[src/rtl/stream_demux_pkg.sv]
// Shared types and helpers for the registered 1-to-N stream demultiplexer.
package stream_demux_pkg;

   typedef enum logic [1:0] {
      IDLE = 2'd0,
      PKT  = 2'd1,
      DROP = 2'd2
   } route_state_t;

   function automatic int clog2(input int n);
      int r;
      r = 0;
      while ((1 << r) < n) r++;
      return r;
   endfunction

endpackage

[src/rtl/stream_demux_hold_reg.sv]
// One-entry holding register: accepts a new word on the same edge the held word drains.
module stream_demux_hold_reg #(
   parameter int W = 9
) (
   input  logic         clk,
   input  logic         rst_n,
   input  logic         in_valid,
   output logic         in_ready,
   input  logic [W-1:0] in_data,
   output logic         out_valid,
   input  logic         out_ready,
   output logic [W-1:0] out_data
);

   logic         valid_q, valid_d;
   logic [W-1:0] data_q, data_d;

   assign in_ready  = !valid_q || out_ready;
   assign out_valid = valid_q;
   assign out_data  = data_q;

   always_comb begin
      valid_d = valid_q;
      data_d  = data_q;
      if (in_valid && in_ready) begin
         valid_d = 1'b1;
         data_d  = in_data;
      end else if (out_ready) begin
         valid_d = 1'b0;
      end
   end

   always_ff @(posedge clk or negedge rst_n) begin
      if (!rst_n) begin
         valid_q <= 1'b0;
         data_q  <= '0;
      end else begin
         valid_q <= valid_d;
         data_q  <= data_d;
      end
   end

endmodule

[src/rtl/stream_demux_1xn.sv]
// Registered 1-to-N stream demultiplexer with per-packet route lock and
// a saturating counter of beats dropped for addressing a missing channel.
module stream_demux_1xn
   import stream_demux_pkg::*;
#(
   parameter int WIDTH = 8,
   parameter int N_CH  = 4,
   parameter int CNT_W = 8,
   localparam int SEL_W = clog2(N_CH)
) (
   input  logic             clk,
   input  logic             rst_n,
   input  logic             in_valid,
   output logic             in_ready,
   input  logic [WIDTH-1:0] in_data,
   input  logic             in_last,
   input  logic [SEL_W-1:0] in_sel,
   output logic [N_CH-1:0]  out_valid,
   input  logic [N_CH-1:0]  out_ready,
   output logic [WIDTH-1:0] out_data,
   output logic             out_last,
   output logic [CNT_W-1:0] drop_cnt
);

   route_state_t     state_q, state_d;
   logic [SEL_W-1:0] route_q, route_d;
   logic [SEL_W-1:0] hold_ch_q, hold_ch_d;
   logic [CNT_W-1:0] drop_cnt_q, drop_cnt_d;
   logic [SEL_W-1:0] dest_ch;
   logic [N_CH-1:0]  ch_onehot;
   logic [WIDTH:0]   hold_payload;
   logic             sel_invalid;
   logic             drop_beat;
   logic             accept;
   logic             hold_in_valid;
   logic             hold_in_ready;
   logic             hold_valid;
   logic             sel_ready;

   assign sel_invalid = int'(in_sel) >= N_CH;
   assign drop_beat   = (state_q == DROP) || ((state_q == IDLE) && sel_invalid);
   // Dropped beats bypass the hold register, so they never wait on a consumer.
   assign in_ready    = rst_n && (drop_beat || hold_in_ready);
   assign accept      = in_valid && in_ready;
   assign dest_ch     = (state_q == IDLE) ? in_sel : route_q;

   assign hold_in_valid = in_valid && !drop_beat;

   always_comb begin
      ch_onehot = '0;
      for (int k = 0; k < N_CH; k++) begin
         ch_onehot[k] = (int'(hold_ch_q) == k);
      end
   end

   assign sel_ready = |(ch_onehot & out_ready);
   assign out_valid = ch_onehot & {N_CH{hold_valid}};
   assign out_data  = hold_payload[WIDTH-1:0];
   assign out_last  = hold_payload[WIDTH];
   assign drop_cnt  = drop_cnt_q;

   stream_demux_hold_reg #(
      .W (WIDTH + 1)
   ) u_hold (
      .clk       (clk),
      .rst_n     (rst_n),
      .in_valid  (hold_in_valid),
      .in_ready  (hold_in_ready),
      .in_data   ({in_last, in_data}),
      .out_valid (hold_valid),
      .out_ready (sel_ready),
      .out_data  (hold_payload)
   );

   // The channel tag follows the word it belongs to, not the open route.
   always_comb begin
      hold_ch_d = hold_ch_q;
      if (accept && !drop_beat) hold_ch_d = dest_ch;
   end

   always_comb begin
      state_d = state_q;
      route_d = route_q;
      unique case (state_q)
         IDLE: begin
            if (accept) begin
               route_d = in_sel;
               if (!in_last) state_d = sel_invalid ? DROP : PKT;
            end
         end
         PKT, DROP: begin
            if (accept && in_last) state_d = IDLE;
         end
         default: state_d = IDLE;
      endcase
   end

   always_comb begin
      drop_cnt_d = drop_cnt_q;
      if (accept && drop_beat && (drop_cnt_q != {CNT_W{1'b1}})) begin
         drop_cnt_d = drop_cnt_q + CNT_W'(1);
      end
   end

   always_ff @(posedge clk or negedge rst_n) begin
      if (!rst_n) begin
         state_q    <= IDLE;
         route_q    <= '0;
         hold_ch_q  <= '0;
         drop_cnt_q <= '0;
      end else begin
         state_q    <= state_d;
         route_q    <= route_d;
         hold_ch_q  <= hold_ch_d;
         drop_cnt_q <= drop_cnt_d;
      end
   end

endmodule

[config.mk]
export PLATFORM = sky130hd
export DESIGN_NAME = stream_demux_1xn
export DESIGN_NICKNAME = d
export VERILOG_FILES = /design/src/rtl/stream_demux_pkg.sv /design/src/rtl/stream_demux_hold_reg.sv /design/src/rtl/stream_demux_1xn.sv
export SDC_FILE = /design/constraint.sdc
export NUM_CORES = 1
export LEC_CHECK = 0
export BUFFER_PORTS_ARGS = -buffer_cell sky130_fd_sc_hd__buf_2
export CORE_MARGIN = 2
export CORE_UTILIZATION = 43
export DETAILED_ROUTE_END_ITERATION = 8
export PLACE_DENSITY = 0.83
export SLEW_MARGIN = 10
export SYNTH_ARGS = -nofsm -noshare
export SYNTH_HDL_FRONTEND = slang
export SYNTH_HIERARCHICAL = 1
export SYNTH_SLANG_ARGS = --single-unit
export TNS_END_PERCENT = 10
[constraint.sdc]
create_clock -name clk -period 2.22 [get_ports clk]
set_clock_uncertainty 0.2 [all_clocks]
set_input_delay 0.444 -clock clk [delete_from_list [all_inputs] [get_ports clk]]
set_output_delay 0.444 -clock clk [all_outputs]
set_load 0.01 [all_outputs]
* Word-level counts from Yosys, hierarchy flattened
Cells that the tools add are included.
** Storage, ports and cells
- Register bits after elaboration :: 24
- Output and inout port bits :: 22
- Bits of input ports :: 18
** Cells by class
- Multiplexer cells :: 7
- Equality and inequality tests :: 9
- $add $sub $neg :: 1
- Bitwise logic cells :: 2
- Reductions and logical operators :: 19
** Operators by type and width (count)
- adder 8 x 1 -> 8 bit, second input constant :: 1
- bitwise AND 4 bit :: 2
- logical AND 1 bit :: 8
- two-way mux 2 bit :: 4
- inequality test 8 bit, second input constant :: 1
- equality test 2 bit, second input constant :: 3
- inequality test 2 bit, second input constant :: 3
- equality test 2 x 1 -> 1 bit, second input constant :: 2
- logical NOT 2 bit :: 2
- case mux 2 bit (2 select lines) :: 1
- OR reduction 4 bit :: 1
- AND reduction 3 bit :: 1
- logical NOT 1 bit :: 2
- logical OR 1 bit :: 2
- two-way mux 1 bit :: 2
- AND reduction 2 bit :: 1
- nonzero test 2 bit :: 1
- OR reduction 2 bit :: 1

* Longest topological paths before layout
- Depth after elaboration :: 10
- Depth in mapped cells :: 4
- Depth with buffers taken out :: 4

* Hierarchy
Netlist, hierarchy kept.
** By module, submodules not included
- stream_demux_hold_reg :: times used 1, cells each 22, area each 425.4 um2
- stream_demux_1xn :: times used 1, cells each 33, area each 339.1 um2

* Least setup slack after synthesis
No wires, ideal clock.
- Path type :: flip-flop to output port
- From :: reg hold_ch_q[0]
- To :: out in_ready
- Buffers on the path :: 0
- Arrival time :: 1.265 ns
- Cell stages (with the launch flop) :: 4
- Slack :: 0.311 ns
- Path through :: dfrtp_1 > mux4_2 > nand2b_4 > and2_1
** On the way
- Word-level cells in the longest chain between the ends :: 6
- Elaborated cells between the ends (all ways) :: 9
** RTL lines
- from (decl) :: RTL line stream_demux_1xn.sv:27 : logic [SEL_W-1:0] hold_ch_q, hold_ch_d;
- from (signal assigned) :: RTL line stream_demux_1xn.sv:114 : hold_ch_q <= hold_ch_d;
- equality test 2 bit (tied with other cells) :: RTL line stream_demux_1xn.sv:52 : ch_onehot[k] = (int'(hold_ch_q) == k);
- bitwise AND 4 bit * :: RTL line stream_demux_1xn.sv:56 : assign sel_ready = |(ch_onehot & out_ready);
- OR reduction 4 bit * :: RTL line stream_demux_1xn.sv:56
- net sel_ready :: RTL line stream_demux_1xn.sv:38 : logic sel_ready;
- logical OR 1 bit * :: RTL line stream_demux_hold_reg.sv:18 : assign in_ready = !valid_q || out_ready;
- net hold_in_ready :: RTL line stream_demux_1xn.sv:36 : logic hold_in_ready;
- logical OR 1 bit * :: RTL line stream_demux_1xn.sv:43 : assign in_ready = rst_n && (drop_beat || hold_in_ready);
- logical AND 1 bit * :: RTL line stream_demux_1xn.sv:43
- to (decl) :: RTL line stream_demux_1xn.sv:14 : output logic in_ready,
Mark *: on every way through the listed nets, which the timed path passes. The rest lies on a longest branch.

* Worst setup path in the final report
Same ends and word-level chain as after synthesis.

==> out/qor.txt <==
synth warn - 6
final core utilization - 58.24%
Detailed Routing Iterations Pass 1 - 1
initial core utilization - 44.76%
initial antenna violation count - 0
final setup fails - 0
Root Buffer - clkbuf_4
chip width - 46.17 um
n_diodes - 0
Sequential Power Share - 40.2%
top area cells in the synthesized netlist - dfrtp_1 49%, mux2_4 18%, buf_4 7.9%, mux2_1 2.9%, mux4_2 2.9%
dpl cells - 111
Rows - 15
synth unique cells - 19
Syn Inst Count - 55
cell with the most instances after synthesis - dfrtp_1
port bufs - 31
Max Slew Vio Count - 0
DRC Markers - 0
Detail Route met2 WL - 720 um
highest metal used - met3
Synth area leader - dfrtp_1
clk_lat worst skew - 270 ps
M1 WL - 560 um
crit-path max FO - 2
Synth top area share - 49.10%
Synth Cell Area - 764.5 sq um
Max Buffers Root-to-Sink - 2
met3 routed WL - 61 um
RSZ-0062 raised after global routing - yes
gr usage total - 14.74%
Post-Route WL - 1.343 mm
total die area - 2131 sq um
synth cell count leaders - 15 x dfrtp_1, 9 x mux2_4, 8 x buf_4
post-detailed-route count of antenna-violating nets - 0
switching pwr - 423.2 uW
Max Freq - 453.5 MHz
H-tree depth - 1
Max VDD drop - 0.5867 mV
grt ovf - 0
Avg Cell Area, Syn - 13.90 sq um
leakage - 0.0005306 uW
Final Non-Filler Cells - 119
Worst Setup Slack, final - 15.05 ps
vias per cell - 4.597
pre-CTS setup slack - 92.81 ps
Int Pwr - 816.6 uW
Max-Cap Viols - 0
Tmin final - 2205 ps
Post-synth EDFFs - 0
WL per Instance - 11.29 um
clock sinks - 15
Detailed Place HPWL - 1.026 mm
Hold WC Path Type - primary input to flip-flop
CP startpoint kind - flip-flop
1st-iter DRT viols - 0
Worst Path Class, Setup - flip-flop to output port
total power - 1240 uW
first-pass GRT wire length - 2.221 mm
CTS tree - done
Final Hold Viols - 0
largest net degree at the start of global routing - 13
via count - 547
asr flop ratio synth - 100.0%
area grow syn2layout - 30.11%
CTS buffer count - 3
layout cell share with drive strength beyond 1 - 56.38%
routability cong. - 0.6631
CP Data Required Time - 1580 ps
#FFs+latches synth - 15
clock slew at reported path FFs - 90 ps
chip height - 46.17 um
sequential fraction of the synthesis area - 49.10%
period utilization - 99.32%
Switching Share - 34.13%
Main synth FF type - dfrtp_1
vias in the first global route - 495
Cell Pwr Density - 1246 nW/um^2
Critical Path AT - 1560 ps
CP endpoint kind - output port
Comb pwr share - 47.6%
total core area - 1708 sq um
Final #Nets - 113
I/O pin count - 40
clock share of power - 12.2%
outcome - complete, no violations
-- timing repair --
action	in CTS	in global routing
setup endpoints to repair	1	1
hold buffers	1	0
gates resized for setup	1	2
hold endpoints to repair	3	0
setup buffers	2	1
-- power by group through the flow --
stage | clock network, uW | registers (uW) | logic (uW)
6_report | 151 | 498 | 590
5_1_grt | 171 | 515 | 645
4_1_cts | 154 | 499 | 571
3_5_place_dp | 0 | 504 | 535
3_3_place_gp | 0 | 496 | 523
2_1_floorplan | 0 | 525 | 342
-- kinds of logic after synthesis --
logic type / Yosys count / synth area share (%)
muxes: 14 / 26.19
buffers and inverters: 8 / 7.856
and+or+nand+nor: 11 / 11.95
other: 1 / 0.4905
DFF: 15 / 49.10
AOI/OAI and AO/OA: 6 / 4.419
-- layer usage --
metal,vias up,track usage (%)
met5,-,0
met4,0,3.429
met3,0,3.529
met2,23,24.72
met1,264,19.19
li1,260,-
-- cell type report --
type                       instances  area (sq um)
clock inverter                     1         5.005
tap                               25         31.28
multi-input combinational         39         357.8
clock buffer                       3         22.52
sequential                        15         376.6
timing repair buffer              36         201.4
fill                             140         713.2
-- cell usage in the layout, fill, tap and decap left out --
cell type	netlist	layout
conb_1	1	8
nand2_8	1	1
dfrtp_1	15	14
mux2i_1	2	2
mux2_4	9	9
and3_1	2	2
nor3b_1	1	1
mux2_1	2	2
buf_2	0	30
a21oi_1	3	3
nand2b_4	1	1
dfrtp_2	0	1
buf_6	0	1
clkinv_2	0	1
and2_4	0	1
a31oi_1	3	3
nand2b_1	1	1
nor2_1	1	1
mux4_2	1	1
and3b_1	1	1
clkbuf_4	0	3
dlygate4sd3_1	0	1
nand4b_1	1	1
buf_4	8	4
nand2_1	1	1
-- sequential cells by signal, summed over array words and instances, names as in the netlist --
signal            cells
hold_ch_q             2
u_hold/out_data       9
state_q               1
route_q               2
u_hold/out_valid      1
-- per-stage QoR --
| step | hold slack, ps | setup TNS, ps | cell area [sq um] |
|---|---|---|---|
| after floorplan | -51.59 | 0 | 790.8 |
| after global placement | 82.41 | 0 | 924.6 |
| after detailed placement | 87.39 | 0 | 924.6 |
| after CTS | 148.9 | 0 | 978.4 |
| after global routing | 162.2 | -36.48 | 994.7 |
| final | 149.3 | 0 | 994.7 |
-- final timing paths --
check                      slack, ps  cells after the start                     start                       end
hold / removal                   150                      2                   in_last    state_q[0]$_DFFE_PN0P_
hold reg to reg                  300                      1    route_q[0]$_DFFE_PN0P_    route_q[0]$_DFFE_PN0P_
max in group asynchronous       1100                      3                     rst_n    route_q[0]$_DFFE_PN0P_
setup reg to reg                 100                      6  hold_ch_q[0]$_DFFE_PN0P_    route_q[1]$_DFFE_PN0P_
min in group asynchronous        330                      2                     rst_n  hold_ch_q[1]$_DFFE_PN0P_
setup / recovery                  20                      4  hold_ch_q[0]$_DFFE_PN0P_                  in_ready
-- critical path: stages, from the launching register on --
cell      delay, ps
dfrtp_2         390
mux4_2          500
nand2b_4        160
and2_4          130
buf_6           110
(Power assumes the default switching activity.)
